--- config.mk ---
export PLATFORM = sky130hd
export DESIGN_NAME = branch_bimodal_ctrl
export DESIGN_NICKNAME = d
export VERILOG_FILES = /design/src/rtl/lab4_branch_pkg.sv /design/src/rtl/branch_upd_queue.sv /design/src/rtl/branch_bimodal_ctrl.sv
export SDC_FILE = /design/constraint.sdc
export NUM_CORES = 1
export LEC_CHECK = 0
export ABC_AREA = 0
export CAP_MARGIN = 20
export CORE_MARGIN = 3
export CORE_UTILIZATION = 42
export DETAILED_ROUTE_END_ITERATION = 10
export HOLD_SLACK_MARGIN = 0.15
export PLACE_DENSITY = 0.76
export SLEW_MARGIN = 10
export SYNTH_ARGS = -nofsm -noshare
export SYNTH_HDL_FRONTEND = slang
export SYNTH_SLANG_ARGS = --single-unit
--- constraint.sdc ---
create_clock -name clk -period 2.9 [get_ports clk]
set_clock_uncertainty 0.15 [all_clocks]
set_input_delay 0.87 -clock clk [delete_from_list [all_inputs] [get_ports clk]]
set_output_delay 0.87 -clock clk [all_outputs]
set_load 0.005 [all_outputs]
--- src/rtl/lab4_branch_pkg.sv ---
// Shared types and default sizing for the bimodal predictor controller.
package lab4_branch_pkg;

    localparam int UPD_Q_DEPTH_DEF = 2;
    localparam int MAX_DEFER_DEF   = 4;

    typedef struct packed {
        logic [31:0] pc;
        logic        taken;
    } upd_entry_t;

    typedef enum logic {
        PRED_PRIO = 1'b0,
        UPD_FORCE = 1'b1
    } arb_state_t;

endpackage

--- src/rtl/branch_upd_queue.sv ---
// FIFO of resolved-branch updates: val/rdy enqueue, head/pop dequeue.
module branch_upd_queue
    import lab4_branch_pkg::*;
#(
    parameter int DEPTH = UPD_Q_DEPTH_DEF
) (
    input  logic       clk,
    input  logic       reset,
    input  logic       enq_val,
    output logic       enq_rdy,
    input  upd_entry_t enq_data,
    output upd_entry_t head,
    input  logic       pop,
    output logic       full,
    output logic       empty
);

    localparam int          AW       = $clog2(DEPTH);
    localparam logic [AW:0] FULL_CNT = (AW+1)'(DEPTH);

    upd_entry_t    mem [DEPTH];
    logic [AW-1:0] wr_ptr;
    logic [AW-1:0] rd_ptr;
    logic [AW:0]   cnt;
    logic          do_enq;
    logic          do_pop;

    // Full stalls the producer even when the head pops this same cycle.
    assign full    = (cnt == FULL_CNT);
    assign empty   = (cnt == '0);
    assign enq_rdy = !full;
    assign do_enq  = enq_val && !full;
    assign do_pop  = pop && !empty;
    assign head    = mem[rd_ptr];

    always_ff @(posedge clk) begin
        if (!reset) begin
            wr_ptr <= '0;
            rd_ptr <= '0;
            cnt    <= '0;
        end else begin
            if (do_enq) wr_ptr <= wr_ptr + 1'b1;
            if (do_pop) rd_ptr <= rd_ptr + 1'b1;
            case ({do_enq, do_pop})
                2'b10:   cnt <= cnt + 1'b1;
                2'b01:   cnt <= cnt - 1'b1;
                default: cnt <= cnt;
            endcase
        end
    end

    always_ff @(posedge clk) begin
        if (do_enq) mem[wr_ptr] <= enq_data;
    end

endmodule

--- src/rtl/branch_bimodal_ctrl.sv ---
// Shares the PHT datapath PC port between fetch lookups and queued updates,
// with a bounded-starvation arbiter and saturating counter strobes.
module branch_bimodal_ctrl
    import lab4_branch_pkg::*;
#(
    parameter int UPD_Q_DEPTH = UPD_Q_DEPTH_DEF,
    parameter int MAX_DEFER   = MAX_DEFER_DEF
) (
    input  logic        clk,
    input  logic        reset,
    input  logic        pred_req_val,
    output logic        pred_req_rdy,
    input  logic [31:0] pred_req_pc,
    output logic        pred_resp_val,
    input  logic        pred_resp_rdy,
    output logic        pred_resp_taken,
    input  logic        upd_req_val,
    output logic        upd_req_rdy,
    input  logic [31:0] upd_req_pc,
    input  logic        upd_req_taken,
    output logic [31:0] dpath_pc,
    input  logic        dpath_prediction,
    input  logic        entry_upper_reached,
    input  logic        entry_lower_reached,
    output logic        increment_entry,
    output logic        decrement_entry
);

    localparam int          CW        = $clog2(MAX_DEFER + 1);
    localparam logic [CW-1:0] DEFER_LIM = CW'(MAX_DEFER);

    function automatic logic sat_inc(input logic taken, input logic upper);
        return taken && !upper;
    endfunction

    function automatic logic sat_dec(input logic taken, input logic lower);
        return !taken && !lower;
    endfunction

    arb_state_t    state;
    logic [CW-1:0] defer_cnt;
    logic          vld_p1;
    logic          taken_p1;
    upd_entry_t    head;
    upd_entry_t    enq_data;
    logic          q_full;
    logic          q_empty;
    logic          q_enq_rdy;
    logic          resp_free;
    logic          pred_grant;
    logic          upd_grant;
    logic          enq_fire;

    assign enq_data = '{pc: upd_req_pc, taken: upd_req_taken};

    branch_upd_queue #(
        .DEPTH (UPD_Q_DEPTH)
    ) u_queue (
        .clk      (clk),
        .reset    (reset),
        .enq_val  (enq_fire),
        .enq_rdy  (q_enq_rdy),
        .enq_data (enq_data),
        .head     (head),
        .pop      (upd_grant),
        .full     (q_full),
        .empty    (q_empty)
    );

    // Every grant and ready is qualified by reset so all outputs read 0 while it is low.
    assign resp_free   = !vld_p1 || pred_resp_rdy;
    assign pred_grant  = reset && (state == PRED_PRIO) && pred_req_val && resp_free;
    assign upd_grant   = reset && !q_empty && ((state == UPD_FORCE) || !pred_grant);
    assign upd_req_rdy = reset && q_enq_rdy && !q_full;
    assign enq_fire    = upd_req_val && upd_req_rdy;

    always_comb begin
        dpath_pc        = '0;
        increment_entry = 1'b0;
        decrement_entry = 1'b0;
        if (pred_grant) begin
            dpath_pc = pred_req_pc;
        end else if (upd_grant) begin
            dpath_pc        = head.pc;
            increment_entry = sat_inc(head.taken, entry_upper_reached);
            decrement_entry = sat_dec(head.taken, entry_lower_reached);
        end
    end

    assign pred_req_rdy    = pred_grant;
    assign pred_resp_val   = reset && vld_p1;
    assign pred_resp_taken = reset && vld_p1 && taken_p1;

    // Stage p1: response register, one lookup deep
    always_ff @(posedge clk) begin
        if (!reset)
            vld_p1 <= 1'b0;
        else if (pred_grant)
            vld_p1 <= 1'b1;
        else if (pred_resp_rdy)
            vld_p1 <= 1'b0;
    end

    always_ff @(posedge clk) begin
        if (pred_grant) taken_p1 <= dpath_prediction;
    end

    always_ff @(posedge clk) begin
        if (!reset) begin
            state     <= PRED_PRIO;
            defer_cnt <= '0;
        end else begin
            case (state)
                PRED_PRIO: begin
                    if (q_empty || upd_grant) begin
                        defer_cnt <= '0;
                    end else if (pred_grant) begin
                        defer_cnt <= defer_cnt + 1'b1;
                        if (defer_cnt + 1'b1 == DEFER_LIM) state <= UPD_FORCE;
                    end
                end
                UPD_FORCE: begin
                    defer_cnt <= '0;
                    state     <= PRED_PRIO;
                end
                default: begin
                    defer_cnt <= '0;
                    state     <= PRED_PRIO;
                end
            endcase
        end
    end

endmodule

Word level (Yosys, flattened, before mapping) --
Memory sizes are Yosys's and may differ from the RTL's. A register that Yosys moved wholly into a read port is not among the register bits. Cells that the tools add are included.
Word-level totals: bits in writable memories 66, memories kept 1, register bits after elaboration 10, output and inout port bits 38, logic and storage cells 66
Operators by class: eq/ne operators 5, $add $sub $neg 5, bitwise gates (word level) 1, mux-type cells 20, reduce and logical (&&, ||, !) cells 27
Memory list:
- u_queue.mem | depth 2, width 33, rd ports 1, clocked after Yosys merged registers in 1, write ports 1, line branch_upd_queue.sv:21 | upd_entry_t mem [DEPTH];
Operators with widths (count):
- 2-to-1 mux 32 bit | 2
- logical AND 1 bit | 14
- 2-to-1 mux 1 bit | 13
- zero test 1 bit | 7
- 2-to-1 mux 3 bit | 2
- one-hot mux 3 bit (2 select lines) | 1
- equality test 2 bit, second input constant | 2
- one-hot mux 2 bit (2 select lines) | 1
- nonzero test 2 bit | 2
- adder 3 x 1 -> 3 bit, second input constant | 1
- equality test 3 bit, second input constant | 1
- logical OR 1 bit | 3
- inequality test 3 x 2 -> 1 bit, second input constant | 1
- adder 1 bit, second input constant | 2
- adder 2 x 1 -> 2 bit, second input constant | 1
- equality test 2 x 1 -> 1 bit, second input constant | 1
- zero test 2 bit | 1
- one-hot mux 1 bit (2 select lines) | 1
- subtractor 2 x 1 -> 2 bit, second input constant | 1
- inverter 1 bit | 1

Logic depth before layout (Yosys ltp) --
word-level depth 10, depth in mapped cells 8

Hierarchy --
A second synthesis with hierarchy kept.
Unflattened totals: cells, all modules 266, area total of the unflattened synthesis 3595.9 um2
Modules (own cells, without submodules):
- branch_upd_queue | sequential area each 2082.0 um2, area each 2615.0 um2, instances 1, cells each 129
- branch_bimodal_ctrl | sequential area each 130.1 um2, area each 980.9 um2, instances 1, cells each 137

Worst setup path before layout --
OpenSTA, ideal clock, no wires.
path kind input to register, start point input port reset, end point memory u_queue.mem[0][0] (netlist name), enable pin, buffers on the path 1, slack -0.255 ns, arrival 2.582 ns, stages on the path 3, cell sequence buf_4 > o211ai_1 > nor2_1
On the way: cells in the longest elaborated chain, start to end 6
Ends and longest elaborated chain:
- start, declared | line branch_bimodal_ctrl.sv:10 | input logic reset,
- logical AND 1 bit (2 in a row) | line branch_bimodal_ctrl.sv:74 | assign upd_req_rdy = reset && q_enq_rdy && !q_full;
- logical AND 1 bit | line branch_bimodal_ctrl.sv:75 | assign enq_fire = upd_req_val && upd_req_rdy;
- logical AND 1 bit | line branch_upd_queue.sv:32 | assign do_enq = enq_val && !full;
- 2-to-1 mux 1 bit | line branch_upd_queue.sv:53 | if (do_enq) mem[wr_ptr] <= enq_data;
- 2-to-1 mux 1 bit (not written as such) | line branch_upd_queue.sv:53
- end, declared | line branch_upd_queue.sv:21
No other way between the ends.

Worst setup path in the final report --
start point input port pred_req_val, end point output port dpath_pc[19]
On the way: cells in the longest elaborated chain, start to end 7
Ends and longest elaborated chain:
- start, declared | line branch_bimodal_ctrl.sv:11 | input logic pred_req_val,
- logical AND 1 bit (*) (2 in a row) | line branch_bimodal_ctrl.sv:72 | assign pred_grant = reset && (state == PRED_PRIO) && pred_req_val && resp_free;
- zero test 1 bit | line branch_bimodal_ctrl.sv:73 | assign upd_grant = reset && !q_empty && ((state == UPD_FORCE) || !pred_grant);
- logical OR 1 bit | line branch_bimodal_ctrl.sv:73
- logical AND 1 bit | line branch_bimodal_ctrl.sv:73
- 2-to-1 mux 32 bit | line branch_bimodal_ctrl.sv:83 | end else if (upd_grant) begin
- 2-to-1 mux 32 bit (*) | line branch_bimodal_ctrl.sv:81 | if (pred_grant) begin
- end, declared | line branch_bimodal_ctrl.sv:21 | output logic [31:0] dpath_pc,
Mark *: on every way between the ends. The rest lies on a longest branch, timed or not.

==> flow_metrics.py <==
metrics = {
    "run_status": {
        "status": "finished with violations",
        "violations": "setup timing",
    },
    "global_route": {
        "globalRouteOverflowTotal": 0,
        "grt_pass1_wl_mm": 12.3,
        "track_usage": 0.164,
        "grt_max_degree": 21,
        "antenna_found_initial": 0,
        "grt_pass1_vias": 2457,
    },
    "setup_path": {
        "cp.arrival_ps": 1990,
        "worst_setup_path_end_kind": "output port",
        "crit_type": "in2out",
        "critPathMaxFanout": 5,
        "worst_setup_path_start_kind": "primary input",
        "cp.required_ps": 1880,
        "ff2ff_path_depth": 9,
    },
    "routing": {
        "post_drt_wl_per_cell_um": 16.2,
        "wl_met2_mm": 3.89,
        "first_pass_iters": 4,
        "wl_met1_mm": 3.19,
        "drt_iter0_drc": 85,
        "highest_layer": "met4",
        "drtAntennaViolNets": 0,
        "via_per_inst": 4.88,
        "routed-wl-met3_um": 414,
        "via_count": 2298,
        "wl_mm": 7.61,
        "route.detailed.drc": 0,
    },
    "synth": {
        "synthDistinctLibCells": 27,
        "syn-cell-area_mm2": 0.00352,
        "yosysMostFrequentCell": "edfxtp_1",
        "yosysWarnings": 0,
        "synth-edff-count": 67,
        "yosysTopAreaCellShare": 0.571,
        "ys_async_sr_fraction": 0,
        "avgSynthCellArea_um2": 15.7,
        "syn_nets": 301,
        "postSynthCellCount": 225,
        "synth-main-ff-cell": "edfxtp_1",
        "yosysTopAreaCell": "edfxtp_1",
        "ys_top_cells_by_count": "67 x edfxtp_1, 36 x mux2i_1, 34 x nor2_1",
        "synth_area_leaders": "edfxtp_1 57%, mux2_4 11%, mux2i_1 10%, dfxtp_1 5.7%, nor2_1 3.6%",
        "yosysSeqAreaShare": 0.628,
        "ys_ff_latch": 77,
    },
    "timing": {
        "max_slew_margin": 0.795,
        "finalHoldViolations": 0,
        "tightest_slew_ps": 308,
        "fin_crit_sh": 1.04,
        "clock.fmax_ghz": 0.332,
        "setup_viol": 32,
        "rsz0062_at_grt": "true",
        "fin_crit_ps": 3010,
        "final_max_slew_viol_count": 0,
        "worst_slack_ps": -114,
    },
    "floorplan": {
        "die_area_mm2": 0.00952,
        "die_w_um": 97.6,
        "fp.dieH_um": 97.6,
        "core_region_area_mm2": 0.00793,
        "initial_core_util": 0.444,
        "rows": 32,
        "io_pins": 111,
    },
    "run": {
        "max-cap-violations": 0,
    },
    "clock_network": {
        "numClockSinks": 77,
        "cts_buffers": 9,
        "cts_hold_buf": 0,
        "h-tree-depth": 3,
        "clock_path_buffers": 2,
        "cts_tree": "done",
        "clk_pin_slew_worst_paths_ps": 80,
        "cts-root-buf": "clkbuf_8",
        "insertion_delay_ps": 340,
    },
    "placement": {
        "postPlaceCellArea_mm2": 0.00487,
        "portBuffers": 110,
        "finalWeightedCongestion": 0.754,
        "hpwl_mm": 5.09,
    },
    "hold_path": {
        "hold_path_class": "reg2reg",
        "hold_depth": 1,
    },
    "pwr": {
        "p_per_area_mw_per_mm2": 536,
        "p_int_w": 0.00218,
        "p_seq_frac": 0.456,
        "power_switching_w": 0.000684,
        "p_sw_frac": 0.239,
        "ir_drop_mv": 0.317,
        "combPwrFrac": 0.226,
        "pwr-share-clk": 0.318,
        "leakage_nw": 2.10,
    },
    "finish": {
        "diodes": 0,
        "final_nets": 440,
        "final_core_util": 0.674,
        "fillerInstances": 554,
        "drive_gt1_frac": 0.341,
        "fin_area_mm2": 0.00534,
        "area_growth_pct": 51.7,
    },
}
-- logic make-up after synthesis --
group | share of synthesized area
buffers and inverters | 0.0398
and+or+nand+nor | 0.0657
AOI/OAI and AO/OA | 0.0185
xor gates and xnor gates | 0.00497
muxes | 0.232
adders and majority gates | 0.0107
DFF | 0.628
-- metrics by stage --
| step | cells | hold slack [ps] | setup slack [ps] | TNS, ps | total power (W) |
|---|---|---|---|---|---|
| 3_3_place_gp | 444 | 263 | -731 | -25420 | 0.00191 |
| 3_5_place_dp | 444 | 278 | -764 | -26860 | 0.00192 |
| 5_1_grt | 471 | 309 | -149 | -2370 | 0.00299 |
| 4_1_cts | 472 | 289 | -118 | -1960 | 0.00289 |
| 6_report | 471 | 288 | -114 | -1440 | 0.00286 |
| 2_1_floorplan | 225 | 256 | 174 | 0 | 0.00163 |
-- critical path, cell delays in order --
cell     delay (ps)
buf_6            70
nor2b_4         160
nand3_4         110
buf_12          150
buf_16          130
buf_6           110
mux2_4          290
buf_6           110
-- flip-flops by register name (all words and copies together) (netlist names), named ones only --
| signal | count |
|---|---|
| u_queue.rd_ptr | 1 |
| taken_p1 | 1 |
| defer_cnt | 3 |
| u_queue.cnt | 2 |
| vld_p1 | 1 |
| u_queue.wr_ptr | 1 |
| u_queue.mem | 66 |
| state | 1 |
-- final cells by class --
type	instances	area, um2	area share
clock inverters	7	105	0.0197
clock buffers	9	124	0.0232
well taps	102	128	0.0239
inverters	6	22.5	0.00422
repair buffers	140	1530	0.287
flip-flops and latches	77	2210	0.414
multi-input cells	130	1220	0.228
-- layout by cell type (no fill, tap or decap), types with 2 or more instances in the layout --
cell	instances
a21boi_0	2
and2_1	2
buf_12	9
buf_16	3
buf_2	4
buf_4	14
buf_6	37
bufinv_16	2
clkbuf_8	9
clkdlybuf4s50_1	72
dfxtp_1	9
edfxtp_1	67
ha_1	3
inv_1	5
inv_6	2
mux2_4	31
mux2i_1	36
nand2_1	2
nor2_1	33
nor3_1	4
o21ai_0	2
xnor2_1	2
-- power groups by stage --
| stage | sequential, W | combinational [W] | clock [W] |
|---|---|---|---|
| after floorplan | 0.00131 | 0.000317 | 0 |
| after global placement | 0.00133 | 0.000589 | 0 |
| after detailed placement | 0.00133 | 0.000597 | 0 |
| after CTS | 0.00130 | 0.000655 | 0.000935 |
| after global routing | 0.00131 | 0.000692 | 0.000985 |
| final | 0.00130 | 0.000648 | 0.000910 |
-- timing repair --
action                     CTS  global route
pin swaps                    1             1
resized for setup          199             4
gates cloned                 4             0
setup endpoints to repair   38            35
buffers inserted             8             0
-- per-layer routing --
| layer | vias to the layer above | global-route usage |
|---|---|---|
| met4 | 0 | 0.0586 |
| li1 | 1103 | - |
| met5 | - | 0 |
| met2 | 74 | 0.289 |
| met1 | 1109 | 0.191 |
| met3 | 12 | 0.0424 |
-- worst paths after layout --
kind,from,to,slack [ps]
worst max-delay path,pred_req_val,dpath_pc[19],-110
worst min-delay path,defer_cnt[0]$_SDFFE_PN0P_,defer_cnt[0]$_SDFFE_PN0P_,290
worst max register to register,vld_p1$_SDFFE_PN0P_,u_queue.cnt[1]$_SDFFE_PN0P_,800
worst min register to register,defer_cnt[0]$_SDFFE_PN0P_,defer_cnt[0]$_SDFFE_PN0P_,290
Power figures use the tool's default switching activity.
